File: config.mk
export PLATFORM = sky130hd
export DESIGN_NAME = isp_pixel_stream_tx
export DESIGN_NICKNAME = d
export VERILOG_FILES = /design/src/rtl/isp_pkg.sv /design/src/rtl/isp_sync_fifo.sv /design/src/rtl/isp_pixel_stream_tx.sv
export SDC_FILE = /design/constraint.sdc
export NUM_CORES = 1
export LEC_CHECK = 0
export ABC_CLOCK_PERIOD_IN_PS = 3300
export CORE_MARGIN = 2
export CORE_UTILIZATION = 33
export CTS_CLUSTER_DIAMETER = 120
export DETAILED_ROUTE_END_ITERATION = 7
export GPL_TIMING_DRIVEN = 0
export PLACE_DENSITY_LB_ADDON = 0.05
export SLEW_MARGIN = 30
export SYNTH_ARGS = -nofsm -noshare
export SYNTH_HDL_FRONTEND = slang
export SYNTH_SLANG_ARGS = --single-unit
File: constraint.sdc
create_clock -name clk -period 3.3 [get_ports clk]
set_input_delay 0.495 -clock clk [delete_from_list [all_inputs] [get_ports clk]]
set_output_delay 0.495 -clock clk [all_outputs]
set_load 0.01 [all_outputs]
File: src/rtl/isp_pkg.sv
// Shared types and default raster constants for the ISP pixel-stream transmitter.
package isp_pkg;

    typedef enum logic [1:0] {
        ST_IDLE   = 2'd0,
        ST_ACTIVE = 2'd1,
        ST_HBLANK = 2'd2,
        ST_VBLANK = 2'd3
    } state_t;

    localparam int unsigned DEF_DW       = 16;
    localparam int unsigned DEF_H_ACTIVE = 640;
    localparam int unsigned DEF_H_BLANK  = 160;
    localparam int unsigned DEF_V_ACTIVE = 480;
    localparam int unsigned DEF_V_BLANK  = 45;
    localparam int unsigned DEF_FIFO_AW  = 3;

endpackage

File: src/rtl/isp_sync_fifo.sv
// Count-based single-clock FIFO with registered read data (one cycle read latency).
module isp_sync_fifo #(
    parameter int unsigned DW = 16,
    parameter int unsigned AW = 3
) (
    input  logic          clk,
    input  logic          rst_n,
    input  logic          push,
    input  logic [DW-1:0] wr_data,
    input  logic          pop,
    output logic [DW-1:0] rd_data,
    output logic          full,
    output logic          empty,
    output logic [AW:0]   level
);

    localparam int unsigned DEPTH = 2 ** AW;

    logic [DW-1:0] mem [DEPTH];
    logic [AW-1:0] wr_ptr;
    logic [AW-1:0] rd_ptr;
    logic          do_push;
    logic          do_pop;

    assign full    = (level == (AW+1)'(DEPTH));
    assign empty   = (level == '0);
    assign do_push = push && !full;
    assign do_pop  = pop && !empty;

    always_ff @(posedge clk or negedge rst_n) begin
        if (!rst_n) begin
            wr_ptr  <= '0;
            rd_ptr  <= '0;
            level   <= '0;
            rd_data <= '0;
        end else begin
            if (do_push) begin
                wr_ptr <= wr_ptr + AW'(1);
            end
            if (do_pop) begin
                rd_data <= mem[rd_ptr];
                rd_ptr  <= rd_ptr + AW'(1);
            end
            case ({do_push, do_pop})
                2'b10:   level <= level + (AW+1)'(1);
                2'b01:   level <= level - (AW+1)'(1);
                default: level <= level;
            endcase
        end
    end

    // Storage is not reset; pointer reset alone discards the contents.
    always_ff @(posedge clk) begin
        if (do_push) begin
            mem[wr_ptr] <= wr_data;
        end
    end

endmodule

File: src/rtl/isp_pixel_stream_tx.sv
// Fixed-timing raster transmitter: prefetch FIFO feeding active/H-blank/V-blank pixel stream.
module isp_pixel_stream_tx
    import isp_pkg::*;
#(
    parameter int unsigned DW       = DEF_DW,
    parameter int unsigned H_ACTIVE = DEF_H_ACTIVE,
    parameter int unsigned H_BLANK  = DEF_H_BLANK,
    parameter int unsigned V_ACTIVE = DEF_V_ACTIVE,
    parameter int unsigned V_BLANK  = DEF_V_BLANK,
    parameter int unsigned FIFO_AW  = DEF_FIFO_AW
) (
    input  logic          clk,
    input  logic          rst_n,
    input  logic          enable,
    input  logic [DW-1:0] s_data,
    input  logic          s_valid,
    output logic          s_ready,
    output logic [DW-1:0] px_data,
    output logic          px_en,
    output logic          line_start,
    output logic          frame_start,
    output logic          underflow,
    output logic          busy
);

    localparam int unsigned H_TOTAL = H_ACTIVE + H_BLANK;
    localparam int unsigned V_TOTAL = V_ACTIVE + V_BLANK;
    localparam int unsigned HW      = $clog2(H_TOTAL);
    localparam int unsigned VW      = $clog2(V_TOTAL);

    localparam logic [HW-1:0]    H_ACT_LAST = HW'(H_ACTIVE - 1);
    localparam logic [HW-1:0]    H_LAST     = HW'(H_TOTAL - 1);
    localparam logic [VW-1:0]    V_ACT_LAST = VW'(V_ACTIVE - 1);
    localparam logic [VW-1:0]    V_LAST     = VW'(V_TOTAL - 1);
    localparam logic [FIFO_AW:0] PREFETCH   = (FIFO_AW+1)'(2 ** (FIFO_AW - 1));

    state_t         state;
    logic [HW-1:0]  h_cnt;
    logic [VW-1:0]  v_cnt;
    logic           ready_q;
    logic           data_sel;

    logic           push;
    logic           pop;
    logic           fifo_full;
    logic           fifo_empty;
    logic [FIFO_AW:0] fifo_level;
    logic [DW-1:0]  fifo_rd_data;

    logic           at_origin;

    assign s_ready   = ready_q && !fifo_full;
    assign push      = s_valid && s_ready;
    assign pop       = (state == ST_ACTIVE) && !fifo_empty;
    assign at_origin = (h_cnt == '0) && (v_cnt == '0);
    assign busy      = (state != ST_IDLE);

    // FIFO read data lands one cycle after the pop, aligned with the registered px_en.
    assign px_data   = data_sel ? fifo_rd_data : '0;

    isp_sync_fifo #(
        .DW (DW),
        .AW (FIFO_AW)
    ) u_fifo (
        .clk     (clk),
        .rst_n   (rst_n),
        .push    (push),
        .wr_data (s_data),
        .pop     (pop),
        .rd_data (fifo_rd_data),
        .full    (fifo_full),
        .empty   (fifo_empty),
        .level   (fifo_level)
    );

    always_ff @(posedge clk or negedge rst_n) begin
        if (!rst_n) begin
            state       <= ST_IDLE;
            h_cnt       <= '0;
            v_cnt       <= '0;
            ready_q     <= 1'b0;
            data_sel    <= 1'b0;
            px_en       <= 1'b0;
            line_start  <= 1'b0;
            frame_start <= 1'b0;
            underflow   <= 1'b0;
        end else begin
            ready_q     <= 1'b1;
            data_sel    <= pop;
            px_en       <= (state == ST_ACTIVE);
            line_start  <= (state == ST_ACTIVE) && (h_cnt == '0);
            frame_start <= (state == ST_ACTIVE) && at_origin;

            // Starvation at the first pixel re-arms underflow even though the frame restarts.
            if ((state == ST_ACTIVE) && fifo_empty) begin
                underflow <= 1'b1;
            end else if ((state == ST_ACTIVE) && at_origin) begin
                underflow <= 1'b0;
            end

            case (state)
                ST_IDLE: begin
                    if (enable && (fifo_level >= PREFETCH)) begin
                        state <= ST_ACTIVE;
                    end
                end
                ST_ACTIVE: begin
                    if (h_cnt == H_ACT_LAST) begin
                        state <= ST_HBLANK;
                    end
                end
                ST_HBLANK: begin
                    if (h_cnt == H_LAST) begin
                        state <= (v_cnt == V_ACT_LAST) ? ST_VBLANK : ST_ACTIVE;
                    end
                end
                ST_VBLANK: begin
                    if ((h_cnt == H_LAST) && (v_cnt == V_LAST)) begin
                        state <= enable ? ST_ACTIVE : ST_IDLE;
                    end
                end
                default: state <= ST_IDLE;
            endcase

            if (state != ST_IDLE) begin
                if (h_cnt == H_LAST) begin
                    h_cnt <= '0;
                    v_cnt <= (v_cnt == V_LAST) ? '0 : v_cnt + VW'(1);
                end else begin
                    h_cnt <= h_cnt + HW'(1);
                end
            end
        end
    end

endmodule

==> results of run 1 <==
==> critical path, stage by stage (launching register included) <==
cell and delay (ps):
dfrtp_1 350, clkbuf_1 340, nor2b_1 240, nor2b_1 160, buf_2 450, ha_1 360, xor2_1 100, ha_1 180
a21oi_1 150, xor2_1 160, nor2_1 60, xor2_1 140
==> cell families (layout without fill, tap and decap cells) <==
logic type,Yosys count,after routing
other cells,1,1
mux,54,54
compound gates,47,47
flops,182,182
buf+inv,34,120
simple gates,122,122
fa+ha+maj,9,9
xor+xnor,18,18
==> cell type report <==
cell class	count	area, µm²
buffer	21	87.6
clock buffer	17	425
clock inverter	15	150
fill	2021	13000
inverter	12	45.0
multi-input combinational	251	2180
sequential	182	5190
tap	280	350
timing repair buffer	55	631
==> registers in the layout, summed over array words and instances (netlist names), 2 cells and up <==
signal	count
u_fifo.level	4
u_fifo.rd_ptr	3
v_cnt	10
u_fifo.wr_ptr	3
u_fifo.mem	128
state	2
u_fifo.rd_data	16
h_cnt	10
==> report_power, final <==
| group | internal (mW) | switching (mW) |
|---|---|---|
| Sequential | 2.62 | 0.0830 |
| Clock | 1.01 | 0.974 |
| Combinational | 0.183 | 0.250 |
| Total | 3.81 | 1.31 |
==> Yosys cell counts (9+ instances only) <==
master | n | share of area
mux4_2 | 32 | 0.097
ha_1 | 9 | 0.015
dfrtp_1 | 54 | 0.18
inv_1 | 12 | 0.0060
and2_1 | 17 | 0.014
mux2i_1 | 18 | 0.024
nand2_1 | 20 | 0.010
edfxtp_1 | 128 | 0.52
a21oi_1 | 20 | 0.013
xnor2_1 | 10 | 0.012
o21ai_0 | 13 | 0.0087
clkbuf_1 | 12 | 0.0060
nor2_1 | 37 | 0.019
==> how the worst max path moves through the flow <==
stage,from,to,slack [ps]
3_5_place_dp,state[0],u_fifo.level[2],9
5_1_grt,state[0],u_fifo.level[2],200
6_report,state[0],u_fifo.level[2],470
3_3_place_gp,s_valid,u_fifo.mem[0][3],-1230
4_1_cts,u_fifo.level[2],u_fifo.level[2],400
2_1_floorplan,u_fifo.level[2],u_fifo.mem[0][0],600
==> repair_timing <==
action	4_1_cts	5_1_grt
endpoints found under the setup margin	1	0
hold buffers	1	0
endpoints found under the hold margin	12	0
==> cell usage in the layout (no fill, tap or decap), drive strengths merged, types with 3 or more instances in the layout <==
cell type and instances:
and3 4, nand2 20, xor2 8, or3 3, inv 21, clkdlybuf4s50 40
nand2b 5, a21oi 20, a31oi 4, o31ai 3, nor4 6, o21ai 13
xnor2 10, edfxtp 128, ha 9, and2 17, nand4 5, clkinv 5
buf 23, mux4 32, nand3 8, mux2i 18, dfrtp 54, nor2 37
clkbuf 29, mux2 4, nor3 6
==> through the flow <==
stage,std cells,setup TNS [ps]
3_3_place_gp,788,-70580
2_1_floorplan,467,0
5_1_grt,833,0
4_1_cts,833,0
3_5_place_dp,801,0
6_report,833,0
==> metal layers <==
metal,part of all wire,GRT usage,vias to the layer above
met5,0,0,-
met4,0.0075,0.0366,0
met3,0.028,0.0387,8
met2,0.49,0.239,66
met1,0.47,0.195,2126
li1,-,-,1919
==> impl_metrics.xml, run 1 <==
<?xml version="1.0" encoding="UTF-8"?>
<metrics>
  <group name="global_route">
    <metric name="gr-usage-all-layers" unit="">0.146</metric>
    <metric name="grt_pass1_wl" unit="µm">25500</metric>
    <metric name="grt_pass1_vias" unit="">4205</metric>
    <metric name="grt_start_max_net_pins" unit="">43</metric>
    <metric name="initial_antenna_violation_count" unit="">0</metric>
    <metric name="gr-total-overflow" unit="">0</metric>
  </group>
  <group name="clocking">
    <metric name="htree_levels" unit="">4</metric>
    <metric name="cts.sinks" unit="">182</metric>
    <metric name="tritoncts.num_buffers" unit="">17</metric>
    <metric name="clkSlewWorstSetupHoldPaths" unit="ps">70</metric>
    <metric name="post_cts_resize_count" unit="">0</metric>
    <metric name="post_cts.repair.setup_buffers" unit="">0</metric>
    <metric name="tritoncts" unit="">built</metric>
    <metric name="cts_max_path_buffers" unit="">2</metric>
    <metric name="ctsRootBufferMaster" unit="">clkbuf_16</metric>
    <metric name="clock_insertion_delay_worst_skew" unit="ps">420</metric>
  </group>
  <group name="worst_setup_path">
    <metric name="critical_path.startpoint_type" unit="">flop</metric>
    <metric name="path_class" unit="">reg -&gt; reg</metric>
    <metric name="cp-end-kind" unit="">flop</metric>
    <metric name="worst_reg_to_reg_path_cell_count" unit="">11</metric>
    <metric name="crit-reg2reg-launch" unit="">state[0]</metric>
    <metric name="arrival" unit="ps">3130</metric>
    <metric name="cp.required" unit="ps">3600</metric>
    <metric name="r2r_setup_slack" unit="ps">470</metric>
    <metric name="timing.critical_path.fanout_max" unit="">20</metric>
    <metric name="r2r_end" unit="">u_fifo.level[2]</metric>
  </group>
  <group name="logic_synthesis">
    <metric name="synth_simple_gate_area_share" unit="">0.0851</metric>
    <metric name="count_of_mapped_cells_out_of_synthesis" unit="">467</metric>
    <metric name="largest_family_of_logic_cells_by_synthesized_area" unit="">multiplexers</metric>
    <metric name="ys_warn_count" unit="">0</metric>
    <metric name="synth-seq-cells" unit="">182</metric>
    <metric name="synth_fp_nets" unit="">496</metric>
    <metric name="synth_compound_area_frac" unit="">0.0363</metric>
    <metric name="dominantRegCellSynth" unit="">edfxtp_1</metric>
    <metric name="post_synth_instance_area" unit="µm²">7450</metric>
    <metric name="yosys-mux-area-fraction" unit="">0.127</metric>
    <metric name="synth_enable_flop_cells" unit="">128</metric>
    <metric name="syn-mean-instance-area" unit="µm²">16.0</metric>
    <metric name="synth.distinct_cells" unit="">45</metric>
    <metric name="synth_fa_ha_area_frac" unit="">0.0151</metric>
    <metric name="synth_sequential_area_ratio" unit="">0.697</metric>
    <metric name="async_flop_share" unit="">0.297</metric>
    <metric name="yosys.area_share.xor_xnor" unit="">0.0211</metric>
  </group>
  <group name="power_and_ir_drop">
    <metric name="worst_ir_drop_vdd" unit="mV">0.277</metric>
    <metric name="leakage_power_figure" unit="nW">3.13</metric>
    <metric name="p_total" unit="mW">5.12</metric>
    <metric name="cellPowerDensity" unit="nW/µm²">565</metric>
  </group>
  <group name="finish">
    <metric name="num_antenna_cells" unit="">0</metric>
    <metric name="layout.nets" unit="">569</metric>
    <metric name="layout.cell_area.non_filler" unit="µm²">9060</metric>
    <metric name="flow.area_growth_from_synthesis" unit="%">21.6</metric>
    <metric name="post-route-util" unit="">0.411</metric>
    <metric name="layout_cells_sized_above_1" unit="">0.183</metric>
  </group>
  <group name="placement">
    <metric name="dp_slack" unit="ps">8.76</metric>
    <metric name="place_area" unit="µm²">8480</metric>
    <metric name="finalWeightedCongestion" unit="">0.773</metric>
    <metric name="port-buffer-count" unit="">41</metric>
    <metric name="hpwl" unit="µm">10700</metric>
  </group>
  <group name="run">
    <metric name="max_cap_violations" unit="">0</metric>
  </group>
  <group name="floorplan">
    <metric name="die_height" unit="µm">154</metric>
    <metric name="placementRows" unit="">54</metric>
    <metric name="initial_utilization" unit="">0.338</metric>
    <metric name="die_x" unit="µm">154</metric>
    <metric name="coreArea" unit="µm²">22000</metric>
    <metric name="io_pins" unit="">42</metric>
    <metric name="die_area" unit="µm²">23800</metric>
  </group>
  <group name="detailed_routing">
    <metric name="drt_pass1_iterations" unit="">4</metric>
    <metric name="vias" unit="">4119</metric>
    <metric name="vias_per_cell" unit="">4.94</metric>
    <metric name="totalWireLength" unit="µm">16500</metric>
    <metric name="post_drt_wl_per_cell" unit="µm">19.8</metric>
    <metric name="detailedRoute.firstIterationViolations" unit="">207</metric>
    <metric name="antenna_left" unit="">0</metric>
    <metric name="drcViolationCount" unit="">0</metric>
  </group>
  <group name="sta">
    <metric name="report.final.slew_viol_count" unit="">0</metric>
    <metric name="setup_violations" unit="">0</metric>
    <metric name="worst_clock_skew" unit="ps">10.4</metric>
    <metric name="rsz0062_at_grt" unit="">false</metric>
    <metric name="timing.slew.headroom" unit="">0.401</metric>
    <metric name="worst_pin_slew" unit="ps">886</metric>
    <metric name="share_of_the_clock_period_used_by_the_worst_path_after_layout" unit="">0.856</metric>
    <metric name="timing.final.ws_setup" unit="ps">474</metric>
    <metric name="report.final.hold_viol_count" unit="">0</metric>
    <metric name="final_hold_slack" unit="ps">488</metric>
    <metric name="fin_crit" unit="ps">2830</metric>
    <metric name="highest_clock_rate" unit="GHz">0.354</metric>
  </group>
  <group name="run_status">
    <metric name="status" unit="">finished, final reports clean</metric>
  </group>
  <group name="min_path">
    <metric name="holdCritPathClass" unit="">in -&gt; async</metric>
  </group>
</metrics>
(Power assumes the default switching activity.)
==> run 2: changes to the inputs <==
--- a/config.mk
+++ b/config.mk
@@ -6,6 +6,7 @@
 export NUM_CORES = 1
 export LEC_CHECK = 0
 export ABC_CLOCK_PERIOD_IN_PS = 3300
+export CORE_ASPECT_RATIO = 1.4
 export CORE_MARGIN = 2
 export CORE_UTILIZATION = 33
 export CTS_CLUSTER_DIAMETER = 120
==> run 2 against run 1 <==
  * Die area about the same
  * Fmax fell by 0.66%
  * Combinational power rose by 3%
  * Utilization shrank 0.37 points
  * First-iteration DRC count down 39%
  * Clock-buffer cell count is 4 higher
  * Final area grew 0.64%
==> impl_metrics.xml, run 2 (synthesized netlist as in run 1, its figures left out) <==
<?xml version="1.0" encoding="UTF-8"?>
<metrics>
  <group name="sta">
    <metric name="timing.final.ws_setup" unit="ps">455</metric>
    <metric name="report.final.hold_viol_count" unit="">0</metric>
    <metric name="share_of_the_clock_period_used_by_the_worst_path_after_layout" unit="">0.862</metric>
    <metric name="worst_clock_skew" unit="ps">8.74</metric>
    <metric name="worst_pin_slew" unit="ps">915</metric>
    <metric name="fin_crit" unit="ps">2840</metric>
    <metric name="timing.slew.headroom" unit="">0.390</metric>
    <metric name="highest_clock_rate" unit="GHz">0.352</metric>
    <metric name="rsz0062_at_grt" unit="">false</metric>
    <metric name="setup_violations" unit="">0</metric>
    <metric name="final_hold_slack" unit="ps">452</metric>
    <metric name="report.final.slew_viol_count" unit="">0</metric>
  </group>
  <group name="clocking">
    <metric name="ctsRootBufferMaster" unit="">clkbuf_16</metric>
    <metric name="htree_levels" unit="">4</metric>
    <metric name="cts_max_path_buffers" unit="">2</metric>
    <metric name="clkSlewWorstSetupHoldPaths" unit="ps">70</metric>
    <metric name="tritoncts.num_buffers" unit="">17</metric>
    <metric name="post_cts.repair.setup_buffers" unit="">0</metric>
    <metric name="clock_insertion_delay_worst_skew" unit="ps">430</metric>
    <metric name="tritoncts" unit="">built</metric>
    <metric name="cts.sinks" unit="">182</metric>
  </group>
  <group name="detailed_routing">
    <metric name="vias_per_cell" unit="">4.87</metric>
    <metric name="vias" unit="">4158</metric>
    <metric name="drt_pass1_iterations" unit="">4</metric>
    <metric name="totalWireLength" unit="µm">16900</metric>
    <metric name="drcViolationCount" unit="">0</metric>
    <metric name="post_drt_wl_per_cell" unit="µm">19.8</metric>
    <metric name="detailedRoute.firstIterationViolations" unit="">127</metric>
    <metric name="antenna_left" unit="">0</metric>
  </group>
  <group name="worst_setup_path">
    <metric name="cp-end-kind" unit="">flop</metric>
    <metric name="worstPathCellList" unit="">clkbuf_1 -&gt; nor4_1 -&gt; nor2b_1 -&gt; buf_2 -&gt; ha_1 -&gt; xor2_1 -&gt; ha_1 -&gt; a21oi_1 -&gt; xor2_1 -&gt; nor2_1 -&gt; xor2_1</metric>
    <metric name="timing.critical_path.mode_cell" unit="">xor2_1</metric>
    <metric name="timing.critical_path.fanout_max" unit="">20</metric>
    <metric name="cp.required" unit="ps">3610</metric>
    <metric name="critical_path.startpoint_type" unit="">flop</metric>
    <metric name="crit_slowest_cell" unit="">nor4_1</metric>
    <metric name="largest_incremental_delay_on_the_critical_path" unit="ps">520</metric>
    <metric name="path_class" unit="">reg -&gt; reg</metric>
    <metric name="arrival" unit="ps">3150</metric>
  </group>
  <group name="finish">
    <metric name="final.fill_count" unit="">2075</metric>
    <metric name="layout_cells_sized_above_1" unit="">0.168</metric>
    <metric name="post-route-util" unit="">0.408</metric>
    <metric name="layout_top_registers" unit="">u_fifo.mem x128, u_fifo.rd_data x16</metric>
    <metric name="layout.cells.most_common_list" unit="">128 x edfxtp_1, 54 x dfrtp_1, 40 x clkdlybuf4s50_1, 32 x mux4_2, 31 x nor2_1</metric>
    <metric name="commonest_non_fill_non_tap_cell_in_the_layout" unit="">edfxtp_1</metric>
    <metric name="layout.nets" unit="">569</metric>
    <metric name="flow.area_growth_from_synthesis" unit="%">22.4</metric>
    <metric name="top_register" unit="">u_fifo.mem</metric>
    <metric name="finalNonFillerCells" unit="">854</metric>
    <metric name="largest_register_ffs" unit="">128</metric>
    <metric name="num_antenna_cells" unit="">0</metric>
  </group>
  <group name="floorplan">
    <metric name="io_pins" unit="">42</metric>
    <metric name="die_x" unit="µm">131</metric>
    <metric name="die_height" unit="µm">182</metric>
    <metric name="coreArea" unit="µm²">22400</metric>
    <metric name="die_area" unit="µm²">23800</metric>
    <metric name="initial_utilization" unit="">0.333</metric>
    <metric name="placementRows" unit="">65</metric>
  </group>
  <group name="global_route">
    <metric name="gr-total-overflow" unit="">0</metric>
    <metric name="grt_pass1_wl" unit="µm">26100</metric>
    <metric name="grt_pass1_vias" unit="">4322</metric>
    <metric name="grt_start_max_net_pins" unit="">45</metric>
    <metric name="gr-usage-all-layers" unit="">0.155</metric>
    <metric name="initial_antenna_violation_count" unit="">0</metric>
  </group>
  <group name="placement">
    <metric name="dp_slack" unit="ps">-65.9</metric>
    <metric name="finalWeightedCongestion" unit="">0.767</metric>
    <metric name="placed_cells_incl_taps" unit="">822</metric>
    <metric name="hpwl" unit="µm">11200</metric>
    <metric name="port-buffer-count" unit="">41</metric>
  </group>
  <group name="min_path">
    <metric name="holdCritPathClass" unit="">in -&gt; async</metric>
  </group>
  <group name="run_status">
    <metric name="status" unit="">finished, final reports clean</metric>
  </group>
  <group name="run">
    <metric name="max_cap_violations" unit="">0</metric>
  </group>
  <group name="power_and_ir_drop">
    <metric name="worst_ir_drop_vdd" unit="mV">0.346</metric>
    <metric name="leakage_power_figure" unit="nW">3.12</metric>
    <metric name="cellPowerDensity" unit="nW/µm²">569</metric>
    <metric name="p_total" unit="mW">5.19</metric>
  </group>
</metrics>
## run 2: cell type report
class / instances / area [µm²] / area share
plain buffers: 21 / 86.3 / 0.00947
clock buffers: 21 / 450 / 0.0494
clock inverters: 11 / 133 / 0.0145
inverters: 12 / 45.0 / 0.00494
multi-input cells: 251 / 2180 / 0.239
flip-flops and latches: 182 / 5190 / 0.570
well taps: 301 / 377 / 0.0413
repair buffers: 55 / 656 / 0.0719
## run 2: timing repair
item,4_1_cts,5_1_grt
gates resized for setup,0,0
endpoints found under the hold margin,10,0
endpoints found under the setup margin,1,0
hold buffers,1,0
## run 2: worst max-delay path, delay by kind of cell, from the launching register on
kind | cells | cell delay, ps
AO/OA/AOI/OAI | 1 | 140
flip-flops | 1 | 360
XOR/XNOR | 3 | 470
AND/OR/NAND/NOR | 3 | 700
buffers and inverters | 2 | 490
adder cells (fa/ha/maj) | 2 | 540
## run 2: where the power goes
part,switching [mW],internal [mW]
Clock,0.833,1.20
Sequential,0.0862,2.62
Combinational,0.258,0.190
Total,1.18,4.01
## run 2: metal layers
metal | global-route usage | vias to the layer above | part of all wire
li1 | - | 1913 | -
met1 | 0.184 | 2163 | 0.41
met2 | 0.277 | 68 | 0.55
met3 | 0.0309 | 14 | 0.029
met4 | 0.0472 | 0 | 0.013
met5 | 0 | - | 0
## run 2: path summary, 6_finish.rpt
| check | slack (ps) | startpoint | cells past startpoint | end |
|---|---|---|---|---|
| worst max-delay path | 460 | u_fifo.level[2] | 11 | u_fifo.level[2] |
| worst min-delay path | 450 | rst_n | 2 | u_fifo.level[2] |
| worst max register to register | 460 | u_fifo.level[2] | 11 | u_fifo.level[2] |
| worst min register to register | 520 | h_cnt[6] | 1 | h_cnt[6] |
| max in group asynchronous | 2350 | rst_n | 3 | u_fifo.rd_data[4] |
| min in group clk | 520 | h_cnt[6] | 1 | h_cnt[6] |
## run 2: through the flow
step	area (µm²)	TNS [ps]
2_1_floorplan	7450	0
3_3_place_gp	8240	-79450
3_5_place_dp	8530	-65.9
4_1_cts	9120	0
5_1_grt	9120	0
6_report	9120	0
==> run 3: changes to the inputs <==
--- a/config.mk
+++ b/config.mk
@@ -12,8 +12,10 @@
 export CTS_CLUSTER_DIAMETER = 120
 export DETAILED_ROUTE_END_ITERATION = 7
 export GPL_TIMING_DRIVEN = 0
+export MAX_ROUTING_LAYER = met4
 export PLACE_DENSITY_LB_ADDON = 0.05
 export SLEW_MARGIN = 30
 export SYNTH_ARGS = -nofsm -noshare
 export SYNTH_HDL_FRONTEND = slang
+export SYNTH_HIERARCHICAL = 1
 export SYNTH_SLANG_ARGS = --single-unit
==> run 3 against run 2 <==
  * Register-to-register slack got worse by 60 ps
  * Synthesized cell count rose by 13%
  * Total power rose by 3.4%
  * Critical path depth fell by 2
  * Clock power rose by 8%
  * First-iteration DRC count rose by 83%
  * Utilization fell by 0.41 points
  * Sequential share of layout area fell by 1.1 points
  * Fmax fell by 2.0%
  * Critical path type unchanged
  * Critical endpoint is now u_fifo/mem[0][13]
  * Largest power group unchanged
  * Highest routed layer unchanged
==> impl_metrics.xml, run 3 <==
<?xml version="1.0" encoding="UTF-8"?>
<metrics>
  <group name="sta">
    <metric name="report.final.hold_viol_count" unit="">0</metric>
    <metric name="worst_pin_slew" unit="ps">733</metric>
    <metric name="highest_clock_rate" unit="GHz">0.345</metric>
    <metric name="fin_crit" unit="ps">2900</metric>
    <metric name="rsz0062_at_grt" unit="">false</metric>
    <metric name="setup_violations" unit="">0</metric>
    <metric name="setup_total_negative_slack" unit="ps">0</metric>
    <metric name="share_of_the_clock_period_used_by_the_worst_path_after_layout" unit="">0.879</metric>
    <metric name="worst_clock_skew" unit="ps">9.94</metric>
    <metric name="report.final.slew_viol_count" unit="">0</metric>
    <metric name="timing.slew.headroom" unit="">0.512</metric>
  </group>
  <group name="floorplan">
    <metric name="coreArea" unit="µm²">23000</metric>
    <metric name="die_x" unit="µm">133</metric>
    <metric name="initial_utilization" unit="">0.334</metric>
    <metric name="die_area" unit="µm²">24600</metric>
    <metric name="placementRows" unit="">66</metric>
    <metric name="io_pins" unit="">42</metric>
    <metric name="die_height" unit="µm">185</metric>
  </group>
  <group name="logic_synthesis">
    <metric name="synth.distinct_cells" unit="">56</metric>
    <metric name="syn-mean-instance-area" unit="µm²">14.6</metric>
    <metric name="post_synth_instance_area" unit="µm²">7690</metric>
    <metric name="netlist_top_cells_count" unit="">128 x edfxtp_1, 54 x dfrtp_1, 37 x mux2i_1</metric>
    <metric name="leading_area_contributor_after_synthesis" unit="">edfxtp_1</metric>
    <metric name="yosys.area.top_type_share" unit="">0.500</metric>
    <metric name="synth_sequential_area_ratio" unit="">0.675</metric>
    <metric name="synth.most_common_cell" unit="">edfxtp_1</metric>
    <metric name="async_flop_share" unit="">0.297</metric>
    <metric name="synth_enable_flop_cells" unit="">128</metric>
    <metric name="synth_fp_nets" unit="">557</metric>
    <metric name="synth-seq-cells" unit="">182</metric>
    <metric name="ys_warn_count" unit="">6</metric>
    <metric name="synth.top_cells.by_area" unit="">edfxtp_1 50%, dfrtp_1 18%, mux2i_1 4.8%, mux2_2 2.8%, a221o_1 2.1%</metric>
    <metric name="dominantRegCellSynth" unit="">edfxtp_1</metric>
    <metric name="count_of_mapped_cells_out_of_synthesis" unit="">527</metric>
  </group>
  <group name="worst_setup_path">
    <metric name="cp-end-kind" unit="">flop</metric>
    <metric name="largest_incremental_delay_on_the_critical_path" unit="ps">530</metric>
    <metric name="cp.required" unit="ps">3440</metric>
    <metric name="path_buf_inv" unit="">2</metric>
    <metric name="path_class" unit="">reg -&gt; reg</metric>
    <metric name="crit-reg2reg-launch" unit="">u_fifo/level[0]</metric>
    <metric name="worst_path_dominant_cell_family" unit="">simple AND/OR/NAND/NOR gates</metric>
    <metric name="timing.critical_path.fanout_max" unit="">6</metric>
    <metric name="crit_slowest_cell" unit="">nor3_2</metric>
    <metric name="worstPathCellList" unit="">nor3_1 -&gt; and2_1 -&gt; nor2b_1 -&gt; and2_1 -&gt; a21boi_2 -&gt; nand2b_1 -&gt; nor3_2 -&gt; buf_4 -&gt; buf_4</metric>
    <metric name="r2r_setup_slack" unit="ps">400</metric>
    <metric name="critical_path.startpoint_type" unit="">flop</metric>
    <metric name="arrival" unit="ps">3040</metric>
    <metric name="worst_setup_path_startpoint" unit="">u_fifo/level[0]</metric>
  </group>
  <group name="detailed_routing">
    <metric name="vias" unit="">4391</metric>
    <metric name="antenna_left" unit="">0</metric>
    <metric name="drt_pass1_iterations" unit="">4</metric>
    <metric name="totalWireLength" unit="µm">17600</metric>
    <metric name="post_drt_wl_per_cell" unit="µm">19.2</metric>
    <metric name="vias_per_cell" unit="">4.80</metric>
    <metric name="drcViolationCount" unit="">0</metric>
    <metric name="detailedRoute.firstIterationViolations" unit="">233</metric>
  </group>
  <group name="finish">
    <metric name="final.fill_count" unit="">2111</metric>
    <metric name="multi_input_comb_area" unit="µm²">2320</metric>
    <metric name="largest_register_ffs" unit="">128</metric>
    <metric name="commonest_non_fill_non_tap_cell_in_the_layout" unit="">edfxtp_1</metric>
    <metric name="layout_top_registers" unit="">u_fifo/mem x128, u_fifo/rd_data x16</metric>
    <metric name="layout.nets" unit="">625</metric>
    <metric name="top_register" unit="">u_fifo/mem</metric>
    <metric name="layout_cells_sized_above_1" unit="">0.146</metric>
    <metric name="final-seq-area" unit="µm²">5190</metric>
    <metric name="flow.area_growth_from_synthesis" unit="%">20.9</metric>
    <metric name="layout.cells.most_common_list" unit="">128 x edfxtp_1, 54 x dfrtp_1, 40 x clkdlybuf4s50_1, 37 x mux2i_1, 36 x nand2_1</metric>
    <metric name="num_antenna_cells" unit="">0</metric>
  </group>
  <group name="global_route">
    <metric name="grt_pass1_wl" unit="µm">27300</metric>
    <metric name="groute.layer.met3.usage" unit="">0.0308</metric>
    <metric name="grt_util_met1" unit="">0.166</metric>
    <metric name="initial_antenna_violation_count" unit="">0</metric>
    <metric name="grt-busiest-layer" unit="">met2</metric>
    <metric name="gr-total-overflow" unit="">0</metric>
    <metric name="grt_start_max_net_pins" unit="">46</metric>
    <metric name="grt_pass1_vias" unit="">4691</metric>
    <metric name="gr-usage-all-layers" unit="">0.157</metric>
    <metric name="globalRouteMet2Util" unit="">0.287</metric>
  </group>
  <group name="clocking">
    <metric name="post_cts.repair.setup_buffers" unit="">0</metric>
    <metric name="ctsRootBufferMaster" unit="">clkbuf_16</metric>
    <metric name="post_cts_resize_count" unit="">0</metric>
    <metric name="cts.sinks" unit="">182</metric>
    <metric name="cts_max_path_buffers" unit="">2</metric>
    <metric name="hold_buffers" unit="">1</metric>
    <metric name="htree_levels" unit="">4</metric>
    <metric name="tritoncts" unit="">built</metric>
    <metric name="clkSlewWorstSetupHoldPaths" unit="ps">70</metric>
    <metric name="clock_insertion_delay_worst_skew" unit="ps">440</metric>
    <metric name="tritoncts.num_buffers" unit="">17</metric>
  </group>
  <group name="placement">
    <metric name="port-buffer-count" unit="">41</metric>
    <metric name="finalWeightedCongestion" unit="">0.792</metric>
    <metric name="hpwl" unit="µm">11800</metric>
  </group>
  <group name="min_path">
    <metric name="holdCritPathClass" unit="">in -&gt; async</metric>
  </group>
  <group name="power_and_ir_drop">
    <metric name="p_total" unit="mW">5.36</metric>
    <metric name="worst_ir_drop_vdd" unit="mV">0.370</metric>
    <metric name="leakage_power_figure" unit="nW">3.27</metric>
    <metric name="cellPowerDensity" unit="nW/µm²">577</metric>
  </group>
  <group name="run_status">
    <metric name="status" unit="">finished, final reports clean</metric>
  </group>
  <group name="run">
    <metric name="max_cap_violations" unit="">0</metric>
  </group>
</metrics>
run 3: cell count changes after synthesis, moves of 6 or more:
cell,change
mux4_2,-32
nand2_1,+16
clkbuf_1,-6
mux2i_1,+19
a221o_1,+16
o22ai_1,+16
mux2_2,+16
nand3_1,+6
o21ai_1,+19
nor2_1,-21
mux2_1,+12
a21oi_1,-14
run 3: power breakdown:
group	internal, mW	total, mW	switching [mW]	leakage, nW
combinational	0.170	0.443	0.273	1.09
sequential	2.62	2.72	0.106	1.88
clock	1.34	2.20	0.856	0.299
run 3: cell families after synthesis:
kind of cell,Yosys count,share of synthesized area
fa+ha+maj,10,0.0172
other cells,1,0.000487
simple gates,130,0.0904
mux,69,0.0950
flops,182,0.675
buf+inv,40,0.0307
compound gates,80,0.0740
xor+xnor,15,0.0171
run 3: worst reg2reg max path, delay by kind of cell (launching register included):
family,cells,cell delay [ps]
AO/OA/AOI/OAI,1,270
AND/OR/NAND/NOR,6,1390
flip-flops,1,480
buffers and inverters,2,480
run 3: final timing paths:
path                                      end  cells after the start
max reg2reg                 u_fifo/mem[0][13]                      9
min in group clk           u_fifo/rd_data[10]                      2
min reg2reg                u_fifo/rd_data[10]                      2
max in group asynchronous            v_cnt[9]                      3
max                         u_fifo/mem[0][13]                      9
min                                   ready_q                      2
run 3: area by class of cell:
| cell class | count | share of cell area |
|---|---|---|
| multi-input combinational | 305 | 0.249 |
| clock inverter | 13 | 0.0218 |
| sequential | 182 | 0.558 |
| clock buffer | 19 | 0.0465 |
| inverter | 17 | 0.00686 |
| timing repair buffer | 49 | 0.0574 |
| tap | 306 | 0.0412 |
| buffer | 23 | 0.0186 |
run 3: per-layer routing:
metal / part of all wire / routed length, µm
met1: 0.41 / 7160
met2: 0.55 / 9600
met3: 0.025 / 433
met5: 0 / 0
met4: 0.022 / 386
run 3: per-stage QoR:
| stage | instances | setup WS, ps | hold slack [ps] | area, µm² | utilization |
|---|---|---|---|---|---|
| after floorplan | 527 | 303 | 199 | 7690 | - |
| after global placement | 874 | -947 | 462 | 8490 | 0.368 |
| after detailed placement | 881 | 361 | 352 | 8660 | 0.376 |
| after CTS | 914 | 351 | 438 | 9300 | 0.404 |
| after global routing | 914 | 169 | 448 | 9300 | 0.404 |
| final | 914 | 398 | 448 | 9300 | 0.404 |
